==> src/rtl/q1_pkg.sv <==
// Shared types for the overlapping "1001" serial sequence detector.
package q1_pkg;

  typedef enum logic [2:0] {
    S0 = 3'd0,
    S1 = 3'd1,
    S2 = 3'd2,
    S3 = 3'd3,
    S4 = 3'd4
  } state_t;

  localparam logic [3:0] PATTERN = 4'b1001;

endpackage

==> src/rtl/q1_next_state.sv <==
// Pure combinational next-state function of the "1001" detector.
import q1_pkg::*;

module q1_next_state #(
  parameter int MEALY = 0
) (
  input  state_t state_i,
  input  logic   j_i,
  output state_t state_o
);

  always_comb begin
    state_o = S0;
    unique case (state_i)
      S0: state_o = j_i ? S1 : S0;
      S1: state_o = j_i ? S1 : S2;
      S2: state_o = j_i ? S1 : S3;
      // Mealy flags the match combinationally, so it skips S4
      S3: state_o = j_i ? ((MEALY != 0) ? S1 : S4) : S0;
      S4: state_o = j_i ? S1 : S2;
      default: state_o = S0;
    endcase
  end

endmodule

==> src/rtl/q1_fsm.sv <==
// Overlapping "1001" detector: state register plus Moore or Mealy
// output decode selected by MEALY.
import q1_pkg::*;

module q1_fsm #(
  parameter int MEALY = 0
) (
  input  logic clock,
  input  logic reset,
  input  logic j,
  output logic w
);

  state_t state_q;
  state_t state_d;

  q1_next_state #(
    .MEALY (MEALY)
  ) u_next (
    .state_i (state_q),
    .j_i     (j),
    .state_o (state_d)
  );

  always_ff @(posedge clock or posedge reset) begin
    if (reset) begin
      state_q <= S0;
    end else begin
      state_q <= state_d;
    end
  end

  generate
    if (MEALY != 0) begin : g_mealy
      assign w = (state_q == S3) && j;
    end else begin : g_moore
      assign w = (state_q == S4);
    end
  endgenerate

endmodule

==> config.mk <==
export PLATFORM = sky130hd
export DESIGN_NAME = q1_fsm
export DESIGN_NICKNAME = d
export VERILOG_FILES = /design/src/rtl/q1_pkg.sv /design/src/rtl/q1_next_state.sv /design/src/rtl/q1_fsm.sv
export SDC_FILE = /design/constraint.sdc
export NUM_CORES = 1
export LEC_CHECK = 0
export ABC_AREA = 1
export CORE_AREA = 2 2 39 41
export DETAILED_ROUTE_END_ITERATION = 16
export DIE_AREA = 0 0 41 43
export SLEW_MARGIN = 20
export SYNTH_ARGS = -nofsm -noshare
export SYNTH_HDL_FRONTEND = slang
export SYNTH_SLANG_ARGS = --single-unit
export TNS_END_PERCENT = 1
==> constraint.sdc <==
create_clock -name clock -period 0.8 [get_ports clock]
set_input_delay 0.08 -clock clock [delete_from_list [all_inputs] [get_ports clock]]
set_output_delay 0.08 -clock clock [all_outputs]
set_load 0.005 [all_outputs]
==> results of run 1 <==
==> area by class of cell <==
class / count / area share, %
clock buffer: 4 / 9.417
inverter: 4 / 5.381
multi-input combinational: 11 / 25.11
sequential: 3 / 26.91
tap: 16 / 7.175
timing repair buffer: 9 / 26.01
==> metal layers <==
metal,up-vias,routed length (um),global-route usage [%]
met1,68,134,4.207
li1,80,-,-
met5,-,0,0
met4,0,0,6.000
met3,0,16,3.141
met2,3,167,6.563
==> power by group <==
part / switching, mW / internal (mW) / total, mW
clock network: 0.0764 / 0.187 / 0.263
logic: 0.198 / 0.211 / 0.409
registers: 0.0360 / 0.212 / 0.247
total: 0.311 / 0.610 / 0.920
==> cells in the final DEF (no fill, tap or decap) <==
cell type / instances
buf_4: 5
inv_1: 4
o21ai_1: 3
clkbuf_4: 3
dfrtp_1: 3
nor2_2: 2
nand2_1: 2
clkdlybuf4s50_1: 2
nand2_2: 1
a21oi_2: 1
nor2_1: 1
nor3_4: 1
clkbuf_1: 1
dlygate4sd3_1: 1
buf_2: 1
==> tightest hold or removal path, delay by kind of cell <==
| kind | cells | cell delay (ps) |
|---|---|---|
| buffers and inverters | 2 | 540 |
| and+or+nand+nor | 1 | 50 |
==> stage by stage <==
step                TNS [ps]  power, mW  std cells
floorplan                  0     0.3746         18
global placement      -752.3     0.5657         42
detailed placement    -837.7     0.5735         42
CTS                   -531.2     0.9071         47
global route          -644.4      1.003         47
finish                -425.1     0.9201         47
==> cells by family (layout without fill, tap and decap cells) <==
kind of cell,count (synthesis),count (layout),share of synthesized area [%]
AO/OA/AOI/OAI,4,4,14.54
buffers and inverters,4,17,10.91
AND/OR/NAND/NOR,7,7,20.00
flip-flops,3,3,54.54
==> how the worst min path moves through the flow <==
stage | slack (ps) | startpoint | cells after the start | end
2_1_floorplan | -170 | reset | 1 | state_q[0]$_DFF_PP0_
3_3_place_gp | 260 | reset | 2 | state_q[2]$_DFF_PP0_
3_5_place_dp | 250 | reset | 2 | state_q[2]$_DFF_PP0_
4_1_cts | 450 | j | 3 | state_q[2]$_DFF_PP0_
5_1_grt | 500 | j | 3 | state_q[2]$_DFF_PP0_
6_report | 490 | j | 3 | state_q[2]$_DFF_PP0_
==> what timing repair did <==
item / in CTS / in global routing
setup endpoints to repair: 4 / 4
cloned: 0 / 0
hold buffers: 1 / 0
pin swaps: 2 / 2
endpoints found under the hold margin: 1 / 0
resized for setup: 9 / 4
==> impl_metrics.json, run 1 <==
{
  "p_per_area_nw_per_um2": 3298,
  "yosysMostFrequentCell": "inv_1",
  "cts_made_buffers": 3,
  "ys_ff_latch": 3,
  "cts_root_buf": "clkbuf_4",
  "start_util_pct": 9.946,
  "hold_violations": 0,
  "worst-path-buf-inv": 2,
  "path_cells": "nor2_2 -> inv_1 -> nor2_1 -> buf_2",
  "synth_cell_type_count": 7,
  "slowest_delay_ps": 380,
  "grt-ovfl-total": 0,
  "numPortBuffers": 3,
  "hold_ws_ps": 489.5,
  "synthFlopType": "dfrtp_1",
  "final_util_pct": 20.16,
  "nNetsFinal": 35,
  "dr.pass1.iters": 2,
  "cts_tree": "done",
  "crit_slowest_cell": "dfrtp_1",
  "rows": 14,
  "post_cts_buffers": 0,
  "die_w_um": 41,
  "routed_wl_um": 318,
  "reg2reg_slack_ps": -80,
  "cts.clk_slew.worst_paths_ps": 40,
  "multi_input_area_um2": 70.07,
  "final-setup-viol-count": 3,
  "avgViaCountPerCell": 3.213,
  "postRouteAntennaNets": 0,
  "grt_pass1_vias": 149,
  "synthTopCellsByCount": "4 x inv_1, 3 x dfrtp_1, 3 x nand2_1, 3 x nor2_1, 3 x o21ai_0",
  "status": "complete, but fails checks",
  "endpoint": "w",
  "largest_reg_flops": 3,
  "startpoint": "state_q[1]$_DFF_PP0_",
  "rsz0062_at_grt": "yes",
  "r2r-start": "state_q[0]$_DFF_PP0_",
  "h-tree-depth": 1,
  "cp_max_fo": 2,
  "num-fill-cells": 151,
  "place_hpwl_um": 242.8,
  "grt_max_degree": 5,
  "dpl_worst_slack_ps": -453.4,
  "wire_per_inst_um": 6.766,
  "ys_async_sr_fraction_pct": 100.0,
  "drive_above_1_share_pct": 45.16,
  "area_growth_pct": 102.7,
  "worstSkewPairLatency_ps": 230,
  "cp_num_cells": 4,
  "endpoint_kind": "output pin",
  "worst_ep_required_time_ps": 720,
  "cap_violations": 0,
  "finClkSkew_ps": 0.8192,
  "fin_ws_ps": -262.6,
  "violations": "setup timing",
  "yosys.area.top_type": "dfrtp_1",
  "synthDominantCellAreaShare_pct": 54.55,
  "regMostFlops": "state_q",
  "synth_nets": 21,
  "synth_edf_count": 0,
  "ir_drop_mv": 0.9979,
  "fin_crit_ps": 1063,
  "seq_area_frac_synth_pct": 54.55,
  "reg2regPathDepth": 4,
  "hold_path.class": "primary input to flop",
  "p_leak_nw": 0.1321,
  "clock.fmax_mhz": 941.1,
  "core_um2": 1384,
  "netlist_top_cells_area": "dfrtp_1 55%, o21ai_0 11%, inv_1 11%",
  "synth_warnings": 0,
  "num_io_pins": 4,
  "cp_top_family": "flip-flops",
  "worstSetupStartpointType": "flop",
  "avgSynthCellArea_um2": 7.646,
  "worstSetupPathType": "flop to output pin",
  "syn-cell-area_um2": 137.6,
  "period_share_pct": 132.8,
  "cp_data_arrival_time_ps": 980,
  "slew_headroom_pct": 90.36,
  "reg_top3": "state_q x3",
  "insertedDiodeCount": 0,
  "clock_path_buffers": 2,
  "syn_inst": 18,
  "finalMaxSlewViolations": 0,
  "worstMarginPinSlew_ps": 143.6,
  "die_area_um2": 1763,
  "grt_usage_pct": 4.930,
  "dpl_cell_area_um2": 225.2,
  "design_area_um2": 279.0,
  "gp_congestion": 0.6902,
  "cts_sinks": 3,
  "die_y_um": 43,
  "drc": 0,
  "antenna_found_initial": 0,
  "vias": 151,
  "timing.rr.end": "state_q[0]$_DFF_PP0_",
  "grt_pass1_wl_um": 496,
  "drt_iter0_drc": 1,
  "final-seq-area_um2": 75.07
}
Power figures use the tool's default switching activity.
==> run 2, diff against run 1 <==
==> constraint.sdc (replaced) <==
create_clock -name clock -period 0.8 [get_ports clock]
set_input_delay 0.12 -clock clock [delete_from_list [all_inputs] [get_ports clock]]
set_output_delay 0.12 -clock clock [all_outputs]
set_load 0.005 [all_outputs]
==> run 2 against run 1 <==
Critical path depth did not move. Global-route usage shrank 0.10 points. The flow still finishes with violations (setup timing). Utilization is 0.72 points lower. Fmax decreased by 3.6%. Wire length fell by 2.2%. First-iteration DRC count unchanged.
==> impl_metrics.json, run 2 (synthesized netlist as in run 1, its figures left out) <==
{
  "status": "complete, but fails checks",
  "violations": "setup timing",
  "reg2reg_slack_ps": -80,
  "cts_sinks": 3,
  "timing.rr.end": "state_q[0]$_DFF_PP0_",
  "area_growth_pct": 95.45,
  "slew_headroom_pct": 90.36,
  "vias": 147,
  "endpoint_kind": "output pin",
  "cap_violations": 0,
  "numPortBuffers": 3,
  "grt-ovfl-total": 0,
  "hold_path.class": "primary input to asynchronous set/reset pin",
  "nNetsFinal": 34,
  "place_hpwl_um": 242.8,
  "p_leak_nw": 0.1279,
  "cts_made_buffers": 3,
  "worst_ep_required_time_ps": 680,
  "finalMaxSlewViolations": 0,
  "gp_congestion": 0.6902,
  "die_area_um2": 1763,
  "num-fill-cells": 152,
  "drive_above_1_share_pct": 46.67,
  "fin_ws_ps": -302.7,
  "hold_ws_ps": 48.42,
  "core_um2": 1384,
  "period_share_pct": 137.8,
  "final-seq-area_um2": 75.07,
  "grt_usage_pct": 4.829,
  "dr.pass1.iters": 2,
  "avgViaCountPerCell": 3.196,
  "r2r-start": "state_q[0]$_DFF_PP0_",
  "startpoint": "state_q[1]$_DFF_PP0_",
  "num_io_pins": 4,
  "hold_buffers": 0,
  "reg2regPathDepth": 4,
  "drc": 0,
  "start_util_pct": 9.946,
  "multi_input_area_um2": 70.07,
  "post_cts_buffers": 0,
  "final_util_pct": 19.44,
  "final_cell_count_no_fill": 46,
  "worstSetupPathType": "flop to output pin",
  "dpl_worst_slack_ps": -493.4,
  "antenna_found_initial": 0,
  "hold_violations": 0,
  "worstSetupStartpointType": "flop",
  "h-tree-depth": 1,
  "worstSkewPairLatency_ps": 230,
  "clock.fmax_mhz": 906.9,
  "worstMarginPinSlew_ps": 143.6,
  "tns_ps": -465.0,
  "p_per_area_nw_per_um2": 3407,
  "regMostFlops": "state_q",
  "grt_max_degree": 5,
  "grt_pass1_vias": 143,
  "die_y_um": 43,
  "cts_root_buf": "clkbuf_4",
  "final-setup-viol-count": 3,
  "clock_path_buffers": 2,
  "rows": 14,
  "final_common_cell": "buf_4",
  "wire_per_inst_um": 6.761,
  "finClkSkew_ps": 0.8051,
  "grt_pass1_wl_um": 483,
  "rsz0062_at_grt": "yes",
  "final_cell_mix": "5 x buf_4, 4 x inv_1, 3 x o21ai_1, 3 x clkbuf_4, 3 x dfrtp_1",
  "dp_cells": 42,
  "cts_tree": "done",
  "insertedDiodeCount": 0,
  "postRouteAntennaNets": 0,
  "cp_max_fo": 2,
  "drt_iter0_drc": 1,
  "fin_crit_ps": 1103,
  "reg_top3": "state_q x3",
  "die_w_um": 41,
  "ir_drop_mv": 0.9809,
  "cp_data_arrival_time_ps": 980,
  "routed_wl_um": 311,
  "cts.clk_slew.worst_paths_ps": 40,
  "largest_reg_flops": 3
}
run 2: changes by cell type in the layout (fill, tap and decap cells not counted):
cell	change
dlygate4sd3_1	-1
run 2: area by class of cell:
type,count,area share [%]
sequential,3,27.91
timing repair buffer,8,23.26
multi-input combinational,11,26.05
tap,16,7.442
inverter,4,5.581
clock buffer,4,9.767
run 2: worst max-delay path, cell delays in order (launching register included):
cell and delay (ps):
dfrtp_1 380, nor2_2 130, inv_1 60, nor2_1 80, buf_2 110
run 2: per-stage QoR:
step | cell area (um^2) | power (mW)
5_1_grt | 269.0 | 0.9989
3_5_place_dp | 225.2 | 0.5735
6_report | 269.0 | 0.9164
3_3_place_gp | 225.2 | 0.5657
2_1_floorplan | 137.6 | 0.3746
4_1_cts | 260.3 | 0.9034
run 2: layer usage:
layer | wire length [um] | GRT usage (%) | vias to the layer above
met5 | 0 | 0 | -
met4 | 0 | 6.000 | 0
met3 | 13 | 3.141 | 0
met2 | 157 | 5.938 | 3
met1 | 139 | 4.531 | 66
li1 | - | - | 78
run 2: power by group:
part / internal (mW) / leakage [nW] / switching, mW
registers: 0.212 / 0.0380 / 0.0360
logic: 0.208 / 0.0750 / 0.198
clock network: 0.187 / 0.0150 / 0.0765
total: 0.606 / 0.128 / 0.310
run 2: worst max-delay path by stage:
stage                     end  slack [ps]  depth (start not counted)
after global routing        w        -380                          4
final                       w        -300                          4
after global placement      w        -490                          4
after detailed placement    w        -490                          4
after CTS                   w        -350                          4
after floorplan             w          20                          3
run 2: repair_timing:
action | CTS | global route
endpoints found under the hold margin | 0 | 0
setup endpoints to repair | 4 | 4
gates resized for setup | 9 | 4
cloned | 0 | 0
pin swaps | 2 | 2
